**src/rtl/otg_host_bus_sequencer_if.sv**
```systemverilog
// Purpose: groups the two requester ports and the ISP1362 host-port pins of the bus sequencer.
// Latency: none, wiring only.
// Backpressure: requests are held by the requester until its done pulse.
interface otg_host_bus_sequencer_if;
    logic        a_req;
    logic        a_we;
    logic [1:0]  a_addr;
    logic [15:0] a_wdata;
    logic        a_done;
    logic [15:0] a_rdata;
    logic        b_req;
    logic        b_we;
    logic [1:0]  b_addr;
    logic [15:0] b_wdata;
    logic        b_done;
    logic [15:0] b_rdata;
    logic        ready;
    logic        otg_cs_n;
    logic        otg_rd_n;
    logic        otg_wr_n;
    logic [1:0]  otg_addr;
    logic        otg_rst_n;
    logic [15:0] otg_dout;
    logic        otg_doe;
    logic [15:0] otg_din;
    logic        otg_int;
    logic        int_sync;

    // Sequencer side
    modport slave (
        input  a_req, a_we, a_addr, a_wdata, b_req, b_we, b_addr, b_wdata, otg_din, otg_int,
        output a_done, a_rdata, b_done, b_rdata, ready, otg_cs_n, otg_rd_n, otg_wr_n,
               otg_addr, otg_rst_n, otg_dout, otg_doe, int_sync
    );

    // Requester / pin-model side
    modport master (
        output a_req, a_we, a_addr, a_wdata, b_req, b_we, b_addr, b_wdata, otg_din, otg_int,
        input  a_done, a_rdata, b_done, b_rdata, ready, otg_cs_n, otg_rd_n, otg_wr_n,
               otg_addr, otg_rst_n, otg_dout, otg_doe, int_sync
    );
endinterface

```
**src/rtl/otg_host_bus_sequencer.sv**
```systemverilog
// Purpose: sequences ISP1362 host-port cycles for two round-robin requesters and runs the chip reset sequence.
// Latency: request seen in IDLE at cycle k -> done at k + T_SETUP + T_STROBE + T_HOLD + 1.
// Backpressure: requesters hold req and fields until done; requests wait in IDLE and are ignored until ready.
module otg_host_bus_sequencer #(
    parameter int unsigned T_SETUP     = 2,
    parameter int unsigned T_STROBE    = 4,
    parameter int unsigned T_HOLD      = 1,
    parameter int unsigned T_RECOVER   = 2,
    parameter int unsigned RST_CYCLES  = 500,
    parameter int unsigned WAKE_CYCLES = 2500
) (
    input  logic                      clk,
    input  logic                      reset_n,
    otg_host_bus_sequencer_if.slave   bus
);

    localparam int unsigned MAX_AB  = (T_SETUP > T_STROBE) ? T_SETUP : T_STROBE;
    localparam int unsigned MAX_CD  = (T_HOLD > T_RECOVER) ? T_HOLD : T_RECOVER;
    localparam int unsigned MAX_EF  = (RST_CYCLES > WAKE_CYCLES) ? RST_CYCLES : WAKE_CYCLES;
    localparam int unsigned MAX_ABC = (MAX_AB > MAX_CD) ? MAX_AB : MAX_CD;
    localparam int unsigned MAX_ALL = (MAX_ABC > MAX_EF) ? MAX_ABC : MAX_EF;
    localparam int unsigned CW      = $clog2(MAX_ALL + 1);

    // Counters are loaded with (duration - 1) on state entry and count down to zero.
    localparam logic [CW-1:0] LD_SETUP   = CW'(T_SETUP - 1);
    localparam logic [CW-1:0] LD_STROBE  = CW'(T_STROBE - 1);
    localparam logic [CW-1:0] LD_HOLD    = CW'(T_HOLD - 1);
    localparam logic [CW-1:0] LD_RECOVER = CW'(T_RECOVER - 1);
    localparam logic [CW-1:0] LD_RST     = CW'(RST_CYCLES - 1);
    localparam logic [CW-1:0] LD_WAKE    = CW'(WAKE_CYCLES - 1);

    typedef enum logic [2:0] {
        RST_HOLD, RST_WAIT, IDLE, SETUP, STROBE, HOLD, RECOVER
    } state_t;

    state_t        state, state_nxt;
    logic [CW-1:0] cnt, cnt_nxt;
    logic          expired;
    logic          grant_vld, grant_b, we_nxt, active_nxt;
    logic          prio_b;      // 1 = B wins the next tie
    logic          lat_b;       // port owning the access in flight
    logic          lat_we;
    logic          a_done, b_done, ready, int_meta, int_sync;
    logic          otg_cs_n, otg_rd_n, otg_wr_n, otg_rst_n, otg_doe;
    logic [1:0]    otg_addr;
    logic [15:0]   otg_dout, rdata;

    assign expired = (cnt == '0);

    // Next-state, phase counter and arbitration decision
    always_comb begin
        state_nxt = state;
        cnt_nxt   = expired ? cnt : cnt - 1'b1;
        grant_vld = 1'b0;
        grant_b   = 1'b0;
        case (state)
            RST_HOLD: if (expired) begin state_nxt = RST_WAIT; cnt_nxt = LD_WAKE;    end
            RST_WAIT: if (expired) begin state_nxt = IDLE;     cnt_nxt = '0;         end
            IDLE: begin
                if (bus.a_req || bus.b_req) begin
                    grant_vld = 1'b1;
                    grant_b   = bus.b_req && (!bus.a_req || prio_b);
                    state_nxt = SETUP;
                    cnt_nxt   = LD_SETUP;
                end
            end
            SETUP:    if (expired) begin state_nxt = STROBE;   cnt_nxt = LD_STROBE;  end
            STROBE:   if (expired) begin state_nxt = HOLD;     cnt_nxt = LD_HOLD;    end
            HOLD:     if (expired) begin state_nxt = RECOVER;  cnt_nxt = LD_RECOVER; end
            RECOVER:  if (expired) begin state_nxt = IDLE;     cnt_nxt = '0;         end
            default:  begin state_nxt = RST_HOLD; cnt_nxt = LD_RST; end
        endcase
        we_nxt = lat_we;
        if (grant_vld) begin
            we_nxt = grant_b ? bus.b_we : bus.a_we;
        end
        active_nxt = (state_nxt == SETUP) || (state_nxt == STROBE) || (state_nxt == HOLD);
    end

    // State register, phase counter and latched request ownership
    always_ff @(posedge clk) begin
        if (!reset_n) begin
            state  <= RST_HOLD;
            cnt    <= LD_RST;
            prio_b <= 1'b0;
            lat_b  <= 1'b0;
            lat_we <= 1'b0;
        end else begin
            state <= state_nxt;
            cnt   <= cnt_nxt;
            if (grant_vld) begin
                prio_b <= !grant_b;
                lat_b  <= grant_b;
                lat_we <= we_nxt;
            end
        end
    end

    // Pin and handshake outputs registered from the next state so the strobes are glitch-free
    always_ff @(posedge clk) begin
        if (!reset_n) begin
            otg_cs_n  <= 1'b1;
            otg_rd_n  <= 1'b1;
            otg_wr_n  <= 1'b1;
            otg_addr  <= 2'b00;
            otg_rst_n <= 1'b0;
            otg_dout  <= 16'h0000;
            otg_doe   <= 1'b0;
            a_done    <= 1'b0;
            b_done    <= 1'b0;
            rdata     <= 16'h0000;
            ready     <= 1'b0;
        end else begin
            otg_cs_n  <= !active_nxt;
            otg_rd_n  <= !((state_nxt == STROBE) && !we_nxt);
            otg_wr_n  <= !((state_nxt == STROBE) && we_nxt);
            otg_doe   <= active_nxt && we_nxt;
            otg_rst_n <= (state_nxt != RST_HOLD);
            ready     <= (state_nxt != RST_HOLD) && (state_nxt != RST_WAIT);
            a_done    <= (state == HOLD) && (state_nxt == RECOVER) && !lat_b;
            b_done    <= (state == HOLD) && (state_nxt == RECOVER) && lat_b;
            if (grant_vld) begin
                otg_addr <= grant_b ? bus.b_addr : bus.a_addr;
                if (we_nxt) begin
                    otg_dout <= grant_b ? bus.b_wdata : bus.a_wdata;
                end
            end
            // Read data is captured on the edge that ends the last strobe cycle.
            if ((state == STROBE) && expired && !lat_we) begin
                rdata <= bus.otg_din;
            end
        end
    end

    // Two-flop synchroniser for the asynchronous interrupt line
    always_ff @(posedge clk) begin
        if (!reset_n) begin
            int_meta <= 1'b0;
            int_sync <= 1'b0;
        end else begin
            int_meta <= bus.otg_int;
            int_sync <= int_meta;
        end
    end

    assign bus.a_done    = a_done;
    assign bus.b_done    = b_done;
    assign bus.a_rdata   = rdata;
    assign bus.b_rdata   = rdata;
    assign bus.ready     = ready;
    assign bus.otg_cs_n  = otg_cs_n;
    assign bus.otg_rd_n  = otg_rd_n;
    assign bus.otg_wr_n  = otg_wr_n;
    assign bus.otg_addr  = otg_addr;
    assign bus.otg_rst_n = otg_rst_n;
    assign bus.otg_dout  = otg_dout;
    assign bus.otg_doe   = otg_doe;
    assign bus.int_sync  = int_sync;

endmodule

```
**src/flat_wrapper.sv**
```systemverilog
// flat-port wrapper written by rule: the top's interface ports become plain ports
module otg_host_bus_sequencer_flat 
#(
    parameter int unsigned T_SETUP     = 2,
    parameter int unsigned T_STROBE    = 4,
    parameter int unsigned T_HOLD      = 1,
    parameter int unsigned T_RECOVER   = 2,
    parameter int unsigned RST_CYCLES  = 500,
    parameter int unsigned WAKE_CYCLES = 2500
)
  (clk, reset_n, bus_a_req, bus_a_we, bus_a_addr, bus_a_wdata, bus_b_req, bus_b_we, bus_b_addr, bus_b_wdata, bus_otg_din, bus_otg_int, bus_a_done, bus_a_rdata, bus_b_done, bus_b_rdata, bus_ready, bus_otg_cs_n, bus_otg_rd_n, bus_otg_wr_n, bus_otg_addr, bus_otg_rst_n, bus_otg_dout, bus_otg_doe, bus_int_sync);
  otg_host_bus_sequencer_if bus_i ();
  input  logic clk;
  input  logic reset_n;
  input wire logic [$bits(bus_i.a_req)-1:0] bus_a_req;
  input wire logic [$bits(bus_i.a_we)-1:0] bus_a_we;
  input wire logic [$bits(bus_i.a_addr)-1:0] bus_a_addr;
  input wire logic [$bits(bus_i.a_wdata)-1:0] bus_a_wdata;
  input wire logic [$bits(bus_i.b_req)-1:0] bus_b_req;
  input wire logic [$bits(bus_i.b_we)-1:0] bus_b_we;
  input wire logic [$bits(bus_i.b_addr)-1:0] bus_b_addr;
  input wire logic [$bits(bus_i.b_wdata)-1:0] bus_b_wdata;
  input wire logic [$bits(bus_i.otg_din)-1:0] bus_otg_din;
  input wire logic [$bits(bus_i.otg_int)-1:0] bus_otg_int;
  output wire logic [$bits(bus_i.a_done)-1:0] bus_a_done;
  output wire logic [$bits(bus_i.a_rdata)-1:0] bus_a_rdata;
  output wire logic [$bits(bus_i.b_done)-1:0] bus_b_done;
  output wire logic [$bits(bus_i.b_rdata)-1:0] bus_b_rdata;
  output wire logic [$bits(bus_i.ready)-1:0] bus_ready;
  output wire logic [$bits(bus_i.otg_cs_n)-1:0] bus_otg_cs_n;
  output wire logic [$bits(bus_i.otg_rd_n)-1:0] bus_otg_rd_n;
  output wire logic [$bits(bus_i.otg_wr_n)-1:0] bus_otg_wr_n;
  output wire logic [$bits(bus_i.otg_addr)-1:0] bus_otg_addr;
  output wire logic [$bits(bus_i.otg_rst_n)-1:0] bus_otg_rst_n;
  output wire logic [$bits(bus_i.otg_dout)-1:0] bus_otg_dout;
  output wire logic [$bits(bus_i.otg_doe)-1:0] bus_otg_doe;
  output wire logic [$bits(bus_i.int_sync)-1:0] bus_int_sync;
  assign bus_i.a_req = bus_a_req;
  assign bus_i.a_we = bus_a_we;
  assign bus_i.a_addr = bus_a_addr;
  assign bus_i.a_wdata = bus_a_wdata;
  assign bus_i.b_req = bus_b_req;
  assign bus_i.b_we = bus_b_we;
  assign bus_i.b_addr = bus_b_addr;
  assign bus_i.b_wdata = bus_b_wdata;
  assign bus_i.otg_din = bus_otg_din;
  assign bus_i.otg_int = bus_otg_int;
  assign bus_a_done = bus_i.a_done;
  assign bus_a_rdata = bus_i.a_rdata;
  assign bus_b_done = bus_i.b_done;
  assign bus_b_rdata = bus_i.b_rdata;
  assign bus_ready = bus_i.ready;
  assign bus_otg_cs_n = bus_i.otg_cs_n;
  assign bus_otg_rd_n = bus_i.otg_rd_n;
  assign bus_otg_wr_n = bus_i.otg_wr_n;
  assign bus_otg_addr = bus_i.otg_addr;
  assign bus_otg_rst_n = bus_i.otg_rst_n;
  assign bus_otg_dout = bus_i.otg_dout;
  assign bus_otg_doe = bus_i.otg_doe;
  assign bus_int_sync = bus_i.int_sync;
  otg_host_bus_sequencer #(.T_SETUP(T_SETUP), .T_STROBE(T_STROBE), .T_HOLD(T_HOLD), .T_RECOVER(T_RECOVER), .RST_CYCLES(RST_CYCLES), .WAKE_CYCLES(WAKE_CYCLES)) u_core (.clk(clk), .reset_n(reset_n), .bus(bus_i));
endmodule
```
**config.mk**
```make
export PLATFORM = sky130hd
export DESIGN_NAME = otg_host_bus_sequencer_flat
export DESIGN_NICKNAME = d
export VERILOG_FILES = /design/src/rtl/otg_host_bus_sequencer_if.sv /design/src/rtl/otg_host_bus_sequencer.sv /design/src/flat_wrapper.sv
export SDC_FILE = /design/constraint.sdc
export NUM_CORES = 1
export LEC_CHECK = 0
export BUFFER_PORTS_ARGS = -buffer_cell sky130_fd_sc_hd__buf_4
export CAP_MARGIN = 10
export CORE_MARGIN = 1.5
export CORE_UTILIZATION = 25
export CTS_BUF_LIST = sky130_fd_sc_hd__clkbuf_16
export CTS_CLUSTER_DIAMETER = 50
export DETAILED_ROUTE_END_ITERATION = 8
export SYNTH_ARGS = -nofsm -noshare
export SYNTH_HDL_FRONTEND = slang
export SYNTH_SLANG_ARGS = --single-unit
```
**constraint.sdc**
```tcl
create_clock -name clk -period 2.2 [get_ports clk]
set_input_delay 0.22 -clock clk [delete_from_list [all_inputs] [get_ports clk]]
set_output_delay 0.22 -clock clk [all_outputs]
set_load 0.05 [all_outputs]
```
==> impl_results.rst, run 1 <==
.. list-table::
   :header-rows: 1

   * - Metric
     - Value
   * - Synthesis-to-finish area growth
     - 40.5%
   * - Post-detailed-route wirelength per cell
     - around 14 um
   * - Final total negative setup slack
     - 0 ns
   * - Die Y-Extent
     - 113 um
   * - Critical path arrival
     - ~2.2 ns
   * - Count of flip-flops with a built-in enable after synthesis
     - 0
   * - GP Congestion
     - between 0.8 and 0.9
   * - CTS tree
     - done
   * - Maximum number of pins on one net before global-route repair
     - 30
   * - Global-route wire length before repair
     - between 10,000 and 15,000 um
   * - Crit path largest cell delay
     - between 0.3 and 0.4 ns
   * - Most used cells in the layout excluding fill and tap cells
     - 134 x buf_4, 72 x nand2_1, 61 x dfxtp_1
   * - Maximum buffer depth of the clock tree
     - 2
   * - Post-layout nets
     - 523
   * - Leakage
     - roughly 1.9 nW
   * - Die Wd
     - ~110 um
   * - Share of the cycle needed by the critical path after routing
     - 0.916
   * - Standard cell core area
     - 11,600 sq um
   * - Total power of the final layout
     - between 2 and 3 mW
   * - Fraction of layout instances using a drive strength above 1
     - 0.338
   * - Vias in the first global route
     - ~2,800
   * - Element type at the critical path start
     - flop
   * - Most repeated library cell on the critical path
     - ha_1
   * - Final worst clock skew
     - 0.00842 ns
   * - Non-filler cells in the finished layout
     - about 610
   * - Number of instances in the synthesized netlist
     - 360
   * - Worst path setup slack after routing
     - ~0.19 ns
   * - Post-route worst hold slack
     - 0.0992 ns
   * - Power per Cell Area
     - 622 nW/um^2
   * - Cell total after placement
     - 593
   * - Total grt overflow
     - 0
   * - Count of warnings emitted by yosys
     - 0
   * - Critical setup path kind
     - reg2reg
   * - First DRT Iteration DRCs
     - 169
   * - Crit-path max FO
     - 4
   * - Portion of the post-synthesis area used by sequential elements
     - 0.411
   * - Final std cell area, no fill
     - 4240 sq um
   * - Maximum level of the CTS H-tree
     - 3
   * - CP cell instances
     - inv_1 -> ha_1 -> nor3b_2 -> and3_1 -> inv_2 -> ha_1 -> nand2b_1 -> o21ai_0 -> a211o_1 -> a21o_1
   * - Number of nets still failing antenna checks after routing
     - 0
   * - GRT Overall Usage
     - 0.132
   * - Required arrival time at the worst endpoint
     - around 2.4 ns
   * - Highest Clock Rate
     - between 0.4 and 0.5 GHz
   * - RSZ-0062 raised after global routing
     - no
   * - Final routed DRC violation total
     - 0
   * - Initial Utilization
     - 0.260
   * - Slew at the pin closest to its max-slew limit
     - ~0.42 ns
   * - Count of port buffers added during placement
     - 117
   * - Worst min-delay path category
     - in2reg
   * - Avg Cell Area, Syn
     - around 8.4 sq um
   * - Ports placed on the boundary
     - roughly 120
   * - DR vias
     - about 3,000
   * - Main flop type after synthesis
     - dfxtp_1
   * - Fraction of synthesis flops using an asynchronous set or reset pin
     - 0
   * - Run status
     - finished clean
   * - Critical-path cell with the highest stage delay
     - dfxtp_2
   * - Relative slew margins
     - 0.715
   * - Row Count
     - 39
   * - Net count after synthesis
     - 422
   * - Clock buffers created by TritonCTS
     - 9
   * - Clock Root Buffer
     - clkbuf_16
   * - Estimated wirelength of the detail-placed design
     - between 6000 and 7000 um
   * - Number of sinks handled by clock tree synthesis
     - 62
   * - Die Outline Area
     - about 13,000 sq um
   * - Number of distinct library cells after synthesis
     - 54
   * - Fill cells
     - roughly 1,200
   * - Core Util, Final
     - 0.365
   * - Via density per instance
     - between 4 and 5
   * - Worst vdd rail ir drop
     - 309 uV
   * - Number of setup violations in the final report
     - 0
   * - Clock-pin slew reported for the worst setup and hold paths after clock tree synthesis
     - around 0.05 ns
   * - Minimum clock period
     - a little over 2 ns
   * - Most common cell after layout, fill and taps aside
     - buf_4
   * - Total of flip-flops plus latches after synthesis
     - slightly above 60
   * - Final wirelength
     - 8400 um
   * - Number of detailed-route iterations in the first pass
     - 5
   * - Endpoints failing hold
     - 0
   * - Antenna Cells
     - 0
   * - Maximum capacitance violations
     - 0
   * - Number of antenna violations at the first check in global routing
     - 0
   * - Clock insertion delay at the later pin of the skew report
     - around 0.32 ns
   * - Area post-placement
     - roughly 4000 sq um
   * - Worst slack at placement
     - 0.141 ns
   * - Max Transition Viols Final
     - 0
   * - Combined area of all synthesized cells
     - ~3000 sq um
   * - Element type at the critical path end
     - flop
   * - Setup bufs post-CTS
     - 0
## power breakdown
group | internal (mW) | switching [mW]
Combinational | 0.0981 | 0.0656
Clock | 0.856 | 0.476
Sequential | 1.13 | 0.00842
## cells in the mapped netlist, types with 5 or more instances
cell type  instances  area, sq um
a21boi_0          19          143
a21oi_1            8         40.0
a31oi_1           18          113
and2_1             5         31.3
and3_1             5         31.3
buf_2              7         35.0
buf_4             20          150
clkbuf_1          16         60.1
dfxtp_1           62         1240
inv_1              5         18.8
nand2_1           72          270
nand2b_1           5         31.3
nand3_1            5         25.0
nor2_1            13         48.8
nor3_1            12         60.1
o21ai_0            8         40.0
o31ai_1           17          128
## worst paths after layout
path                 startpoint                end  slack, ns  cells after the start
hold reg to reg    u_core.lat_b  u_core.bus.a_done       0.43                      1
setup reg to reg  u_core.cnt[0]      u_core.cnt[0]       0.19                     10
setup / recovery  u_core.cnt[0]      u_core.cnt[0]       0.19                     10
hold / removal      bus_otg_int    u_core.int_meta        0.1                      2
## critical path, delay by kind of cell (launching register included)
kind,cells,cell delay [ns]
DFF,1,0.34
adders and majority gates,2,0.39
AOI/OAI and AO/OA,3,0.54
buffers and inverters,2,0.16
and+or+nand+nor,3,0.49
## cells by family (layout without fill, tap and decap cells)
kind of cell               after synthesis  count (layout)  synth area share
buffers and inverters                   50             155            0.0949
adders and majority gates                3               3            0.0124
and+or+nand+nor                        145             145             0.238
DFF                                     62              62             0.411
AOI/OAI and AO/OA                       94              94             0.224
muxes                                    3               3           0.00995
xor gates and xnor gates                 3               3           0.00871
## what timing repair did
item                       CTS  global route
hold buffers                 0             0
setup endpoints to repair    0             1
gates resized for setup      0             3
## flip-flops by register name, indices dropped and copies added (netlist names), 2 cells and up
register,flops
u_core.cnt,12
u_core.state,3
u_core.bus.otg_addr,2
u_core.bus.otg_dout,16
u_core.bus.a_rdata,16
## per-layer routing
layer  vias up  GRT usage  share of wire
li1       1466          -              -
met1      1374      0.166           0.46
met2        89      0.219           0.47
met3        13     0.0337          0.055
met4         0     0.0483          0.017
met5         -          0              0
## layout make-up
type | count | area (sq um) | area share
Multi-Input combinational cell | 248 | 1500 | 0.353
Sequential cell | 62 | 1240 | 0.293
Timing Repair Buffer | 135 | 1030 | 0.242
Clock buffer | 9 | 225 | 0.0531
Tap cell | 143 | 179 | 0.0422
Clock inverter | 6 | 55.1 | 0.0130
Inverter | 5 | 18.8 | 0.00442
(Power assumes the default switching activity.)
==> inputs of run 2 (changes only) <==
--- a/config.mk
+++ b/config.mk
@@ -5,7 +5,7 @@
 export SDC_FILE = /design/constraint.sdc
 export NUM_CORES = 1
 export LEC_CHECK = 0
-export BUFFER_PORTS_ARGS = -buffer_cell sky130_fd_sc_hd__buf_4
+export BUFFER_PORTS_ARGS = -buffer_cell sky130_fd_sc_hd__buf_2
 export CAP_MARGIN = 10
 export CORE_MARGIN = 1.5
 export CORE_UTILIZATION = 25
==> impl_results.rst, run 2 (synthesis gave the netlist of run 1 again) <==
.. list-table::
   :header-rows: 1

   * - Metric
     - Value
   * - Most used cells in the layout excluding fill and tap cells
     - 117 x buf_2, 72 x nand2_1, 61 x dfxtp_1
   * - Ports placed on the boundary
     - about 120
   * - Leakage
     - around 1.8 nW
   * - Number of setup violations in the final report
     - 0
   * - Maximum capacitance violations
     - 0
   * - Minimum clock period
     - about 2 ns
   * - Worst vdd rail ir drop
     - approximately 360 uV
   * - Number of logic stages on the critical path including buffering
     - 10
   * - Number of detailed-route iterations in the first pass
     - 4
   * - Global-route wire length before repair
     - about 13,000 um
   * - CP cell instances
     - inv_1 -> ha_1 -> nor3b_2 -> and3_1 -> inv_1 -> ha_1 -> nand2b_1 -> o21ai_0 -> a211o_1 -> a21o_1
   * - Final worst clock skew
     - between 0.005 and 0.006 ns
   * - Fraction of layout instances using a drive strength above 1
     - 0.341
   * - Die Y-Extent
     - approximately 110 um
   * - CTS tree
     - done
   * - Crit Reg-Reg Startpoint
     - u_core.cnt[0]
   * - Synthesis-to-finish area growth
     - 30.8%
   * - Maximum number of pins on one net before global-route repair
     - 27
   * - Standard cell core area
     - between 10,000 and 15,000 sq um
   * - First DRT Iteration DRCs
     - approximately 150
   * - Via density per instance
     - between 4 and 5
   * - Vias in the first global route
     - about 2,700
   * - Number of sinks handled by clock tree synthesis
     - 62
   * - DR vias
     - between 2,000 and 3,000
   * - Highest Clock Rate
     - ~0.49 GHz
   * - Cell type group with the largest total delay on the critical path
     - compound AO/OA/AOI/OAI gates
   * - GP Congestion
     - 0.789
   * - Run status
     - finished clean
   * - Maximum buffer depth of the clock tree
     - 2
   * - Most common cell after layout, fill and taps aside
     - buf_2
   * - Clock Root Buffer
     - clkbuf_16
   * - GRT Overall Usage
     - 0.127
   * - Combined area of the multi-input logic cells
     - between 1000 and 1500 sq um
   * - Final total negative setup slack
     - 0 ns
   * - Flop-to-flop setup slack
     - 0.15 ns
   * - Crit path largest cell delay
     - ~0.34 ns
   * - Power per Cell Area
     - roughly 670 nW/um^2
   * - Final std cell area, no fill
     - a little under 4000 sq um
   * - RSZ-0062 raised after global routing
     - no
   * - Antenna Cells
     - 0
   * - Final wirelength
     - around 8100 um
   * - Post-detailed-route wirelength per cell
     - between 10 and 15 um
   * - CTS Hold Buffers Added
     - 0
   * - Die Outline Area
     - roughly 13,000 sq um
   * - Element type at the critical path end
     - flop
   * - Crit-path max FO
     - 4
   * - Core Util, Final
     - 0.340
   * - Die Wd
     - 113 um
   * - Required arrival time at the worst endpoint
     - 2.42 ns
   * - Clock buffers created by TritonCTS
     - 9
   * - Share of the cycle needed by the critical path after routing
     - 0.931
   * - Fill cells
     - between 1,000 and 1,500
   * - Row Count
     - 39
   * - Max Transition Viols Final
     - 0
   * - Critical-path cell with the highest stage delay
     - dfxtp_2
   * - Total buffers and inverters traversed by the critical path
     - 2
   * - Crit path capture
     - u_core.cnt[0]
   * - Worst min-delay path category
     - in2reg
   * - Number of nets still failing antenna checks after routing
     - 0
   * - Estimated wirelength of the detail-placed design
     - 5920 um
   * - Slew at the pin closest to its max-slew limit
     - approximately 0.7 ns
   * - Count of port buffers added during placement
     - 117
   * - Clock-pin slew reported for the worst setup and hold paths after clock tree synthesis
     - ~0.050 ns
   * - Worst r2r path cells
     - 10
   * - Worst R2R End
     - u_core.cnt[0]
   * - Total grt overflow
     - 0
   * - Post-layout nets
     - around 520
   * - Relative slew margins
     - 0.542
   * - Number of antenna violations at the first check in global routing
     - 0
   * - Source of the critical timing path
     - u_core.cnt[0]
   * - Clock insertion delay at the later pin of the skew report
     - 0.32 ns
   * - Maximum level of the CTS H-tree
     - 3
   * - FF+latch area
     - about 1200 sq um
   * - Element type at the critical path start
     - flop
   * - Area post-placement
     - 3650 sq um
   * - Final routed DRC violation total
     - 0
   * - Critical setup path kind
     - reg2reg
   * - Critical path arrival
     - between 2 and 2.5 ns
   * - Endpoints failing hold
     - 0
   * - Initial Utilization
     - 0.260
-- run 2: cell types whose count changed in the layout (fill, tap and decap cells not counted), moves of 2 or more --
cell,delta
buf_2,+117
buf_4,-116
clkinv_1,-2
clkinv_2,+2
-- run 2: area by class of cell --
type                       instances  share of cell area
multi-input combinational        248               0.379
sequential                        62               0.315
timing repair buffer             135               0.183
clock buffer                       9              0.0571
tap                              143              0.0453
clock inverter                     7              0.0165
inverter                           5             0.00476
-- run 2: through the flow --
| stage | hold WS [ns] | instances | setup WS (ns) | power, mW |
|---|---|---|---|---|
| after floorplan | 0.342 | 360 | 0.0737 | 1.23 |
| after global placement | 0.422 | 593 | 0.237 | 1.30 |
| after detailed placement | 0.426 | 593 | 0.130 | 1.30 |
| after CTS | 0.0909 | 609 | 0.123 | 2.69 |
| after global routing | 0.103 | 609 | 0.0129 | 2.75 |
| final | 0.0996 | 609 | 0.153 | 2.64 |
-- run 2: what timing repair did --
item | 4_1_cts | 5_1_grt
setup buffers | 0 | 0
setup endpoints to repair | 0 | 1
gates resized for setup | 0 | 2
-- run 2: routing by layer --
layer / wire (um) / global-route usage
met1: 3730 / 0.157
met2: 3850 / 0.214
met3: 379 / 0.0332
met4: 132 / 0.0442
met5: 0 / 0
-- run 2: worst min path at each step --
| stage | cells after the start | endpoint | slack [ns] | startpoint |
|---|---|---|---|---|
| floorplan | 1 | u_core.int_meta | 0.34 | bus_otg_int |
| finish | 2 | u_core.int_meta | 0.1 | bus_otg_int |
| global route | 2 | u_core.int_meta | 0.10 | bus_otg_int |
| detailed placement | 1 | u_core.bus.a_done | 0.43 | u_core.lat_b |
| CTS | 2 | u_core.int_meta | 0.09 | bus_otg_int |
| global placement | 2 | u_core.int_meta | 0.42 | bus_otg_int |
-- run 2: report_power, final --
| part | switching (mW) | internal [mW] |
|---|---|---|
| clock network | 0.495 | 0.868 |
| registers | 0.00831 | 1.13 |
| logic | 0.0655 | 0.0690 |
| total | 0.569 | 2.07 |
-- run 2: worst reg2reg max path: cells and delay by family (launching register included) --
kind	cells	cell delay [ns]
buffers and inverters	2	0.16
and+or+nand+nor	3	0.48
adders and majority gates	2	0.38
AOI/OAI and AO/OA	3	0.58
DFF	1	0.34
==> inputs of run 3 (changes only) <==
--- a/config.mk
+++ b/config.mk
@@ -12,6 +12,7 @@
 export CTS_BUF_LIST = sky130_fd_sc_hd__clkbuf_16
 export CTS_CLUSTER_DIAMETER = 50
 export DETAILED_ROUTE_END_ITERATION = 8
+export PLACE_DENSITY = 0.59
 export SYNTH_ARGS = -nofsm -noshare
 export SYNTH_HDL_FRONTEND = slang
 export SYNTH_SLANG_ARGS = --single-unit
==> impl_results.rst, run 3 (synthesis gave the netlist of run 1 again) <==
.. list-table::
   :header-rows: 1

   * - Metric
     - Value
   * - Run status
     - finished clean
   * - Post-layout nets
     - approximately 520
   * - Estimated wirelength of the detail-placed design
     - ~6000 um
   * - Crit path largest cell delay
     - 0.37 ns
   * - Required arrival time at the worst endpoint
     - around 2.4 ns
   * - Initial Utilization
     - 0.260
   * - Ports placed on the boundary
     - approximately 120
   * - Antenna Cells
     - 0
   * - Most used cells in the layout excluding fill and tap cells
     - 117 x buf_2, 72 x nand2_1, 62 x dfxtp_1
   * - Max Transition Viols Final
     - 0
   * - Fraction of layout instances using a drive strength above 1
     - 0.336
   * - Worst min-delay path category
     - in2reg
   * - Worst path setup slack after routing
     - 0.126 ns
   * - Clock buffers created by TritonCTS
     - 9
   * - Setup bufs post-CTS
     - 0
   * - Critical setup path kind
     - reg2reg
   * - Standard cell core area
     - 11,600 sq um
   * - Resize count post-CTS
     - 0
   * - GRT Overall Usage
     - 0.130
   * - CP cell instances
     - inv_1 -> ha_1 -> nor3b_1 -> and3_1 -> inv_1 -> ha_1 -> nand2b_1 -> o21ai_0 -> a211o_1 -> a21o_1
   * - Count of port buffers added during placement
     - 117
   * - Final wirelength
     - about 8100 um
   * - Element type at the critical path start
     - flop
   * - Relative slew margins
     - 0.734
   * - Maximum level of the CTS H-tree
     - 3
   * - Number of detailed-route iterations in the first pass
     - 4
   * - Non-filler cells in the finished layout
     - just over 600
   * - Critical path arrival
     - roughly 2.3 ns
   * - Die Wd
     - 113 um
   * - Final worst clock skew
     - 0.00190 ns
   * - Maximum capacitance violations
     - 0
   * - Core Util, Final
     - 0.338
   * - Number of sinks handled by clock tree synthesis
     - 62
   * - Vias in the first global route
     - 2,829
   * - Final total negative setup slack
     - 0 ns
   * - Critical-path cell with the highest stage delay
     - dfxtp_1
   * - Worst vdd rail ir drop
     - roughly 240 uV
   * - Clock insertion delay at the later pin of the skew report
     - roughly 0.33 ns
   * - First DRT Iteration DRCs
     - 103
   * - Die Y-Extent
     - about 110 um
   * - Maximum buffer depth of the clock tree
     - 2
   * - DR vias
     - between 2,000 and 3,000
   * - Total buffers and inverters traversed by the critical path
     - 2
   * - Cell type group with the largest total delay on the critical path
     - compound AO/OA/AOI/OAI gates
   * - CTS tree
     - done
   * - Die Outline Area
     - roughly 13,000 sq um
   * - Power per Cell Area
     - ~650 nW/um^2
   * - Global-route wire length before repair
     - 13,100 um
   * - Via density per instance
     - 4.77
   * - Clock-pin slew reported for the worst setup and hold paths after clock tree synthesis
     - 0.05 ns
   * - Maximum number of pins on one net before global-route repair
     - 26
   * - Final routed DRC violation total
     - 0
   * - Crit-path max FO
     - 4
   * - Number of antenna violations at the first check in global routing
     - 0
   * - Endpoints failing hold
     - 0
   * - Element type at the critical path end
     - flop
   * - Highest Clock Rate
     - slightly below 0.5 GHz
   * - Post-detailed-route wirelength per cell
     - ~13 um
   * - Number of setup violations in the final report
     - 0
   * - Clock Root Buffer
     - clkbuf_16
   * - Worst slack at placement
     - 0.169 ns
   * - Leakage
     - between 1.5 and 2 nW
   * - Share of the cycle needed by the critical path after routing
     - 0.943
   * - CTS Hold Buffers Added
     - 0
   * - Number of nets still failing antenna checks after routing
     - 0
   * - Minimum clock period
     - 2.07 ns
   * - Row Count
     - 39
   * - Synthesis-to-finish area growth
     - 30.0%
   * - Fill cells
     - between 1,000 and 1,500
   * - GP Congestion
     - approximately 0.77
   * - Total grt overflow
     - 0
   * - RSZ-0062 raised after global routing
     - no
   * - Slew at the pin closest to its max-slew limit
     - ~0.39 ns
   * - Most common cell after layout, fill and taps aside
     - buf_2
   * - Cell total after placement
     - between 500 and 600
run 3: changes by cell type in the layout (fill, tap and decap cells not counted), sizes merged:
| cell | change |
|---|---|
| buf | +1 |
| clkinvlp | +1 |
| bufinv | -1 |
run 3: per-stage QoR:
stage               area, sq um  total power [mW]  hold slack (ns)
finish                     3920              2.54           0.0946
floorplan                  3020              1.23            0.342
global placement           3660              1.30            0.422
CTS                        3920              2.58           0.0893
global route               3920              2.64           0.0959
detailed placement         3660              1.30            0.425
run 3: final timing paths:
check                                   start  slack, ns                end  depth (start not counted)
worst min register to register   u_core.lat_b       0.43  u_core.bus.a_done                          1
worst max-delay path            u_core.cnt[0]       0.13      u_core.cnt[0]                         10
worst max register to register  u_core.cnt[0]       0.13      u_core.cnt[0]                         10
worst min-delay path              bus_otg_int       0.09    u_core.int_meta                          2
run 3: area by class of cell:
type / instances / area (sq um) / share of cell area
multi-input cells: 248 / 1490 / 0.380
flip-flops and latches: 62 / 1240 / 0.316
repair buffers: 136 / 728 / 0.186
clock buffers: 9 / 225 / 0.0574
well taps: 143 / 179 / 0.0456
clock inverters: 7 / 41.3 / 0.0105
inverters: 5 / 18.8 / 0.00478
run 3: per-layer routing:
metal | share of wire | GRT usage | up-vias
li1 | - | - | 1462
met1 | 0.45 | 0.149 | 1342
met2 | 0.47 | 0.222 | 94
met3 | 0.060 | 0.0396 | 13
met4 | 0.021 | 0.0592 | 0
met5 | 0 | 0 | -
run 3: where the power goes:
part	switching, mW	internal [mW]
Sequential	0.00781	1.13
Clock	0.507	0.752
Combinational	0.0672	0.0700
Total	0.582	1.95
run 3: worst register-to-register path, stage by stage (launching register included):
cell and delay [ns]:
dfxtp_1 0.37, inv_1 0.08, ha_1 0.21, nor3b_1 0.15, and3_1 0.19, inv_1 0.10
ha_1 0.17, nand2b_1 0.13, o21ai_0 0.10, a211o_1 0.30, a21o_1 0.17
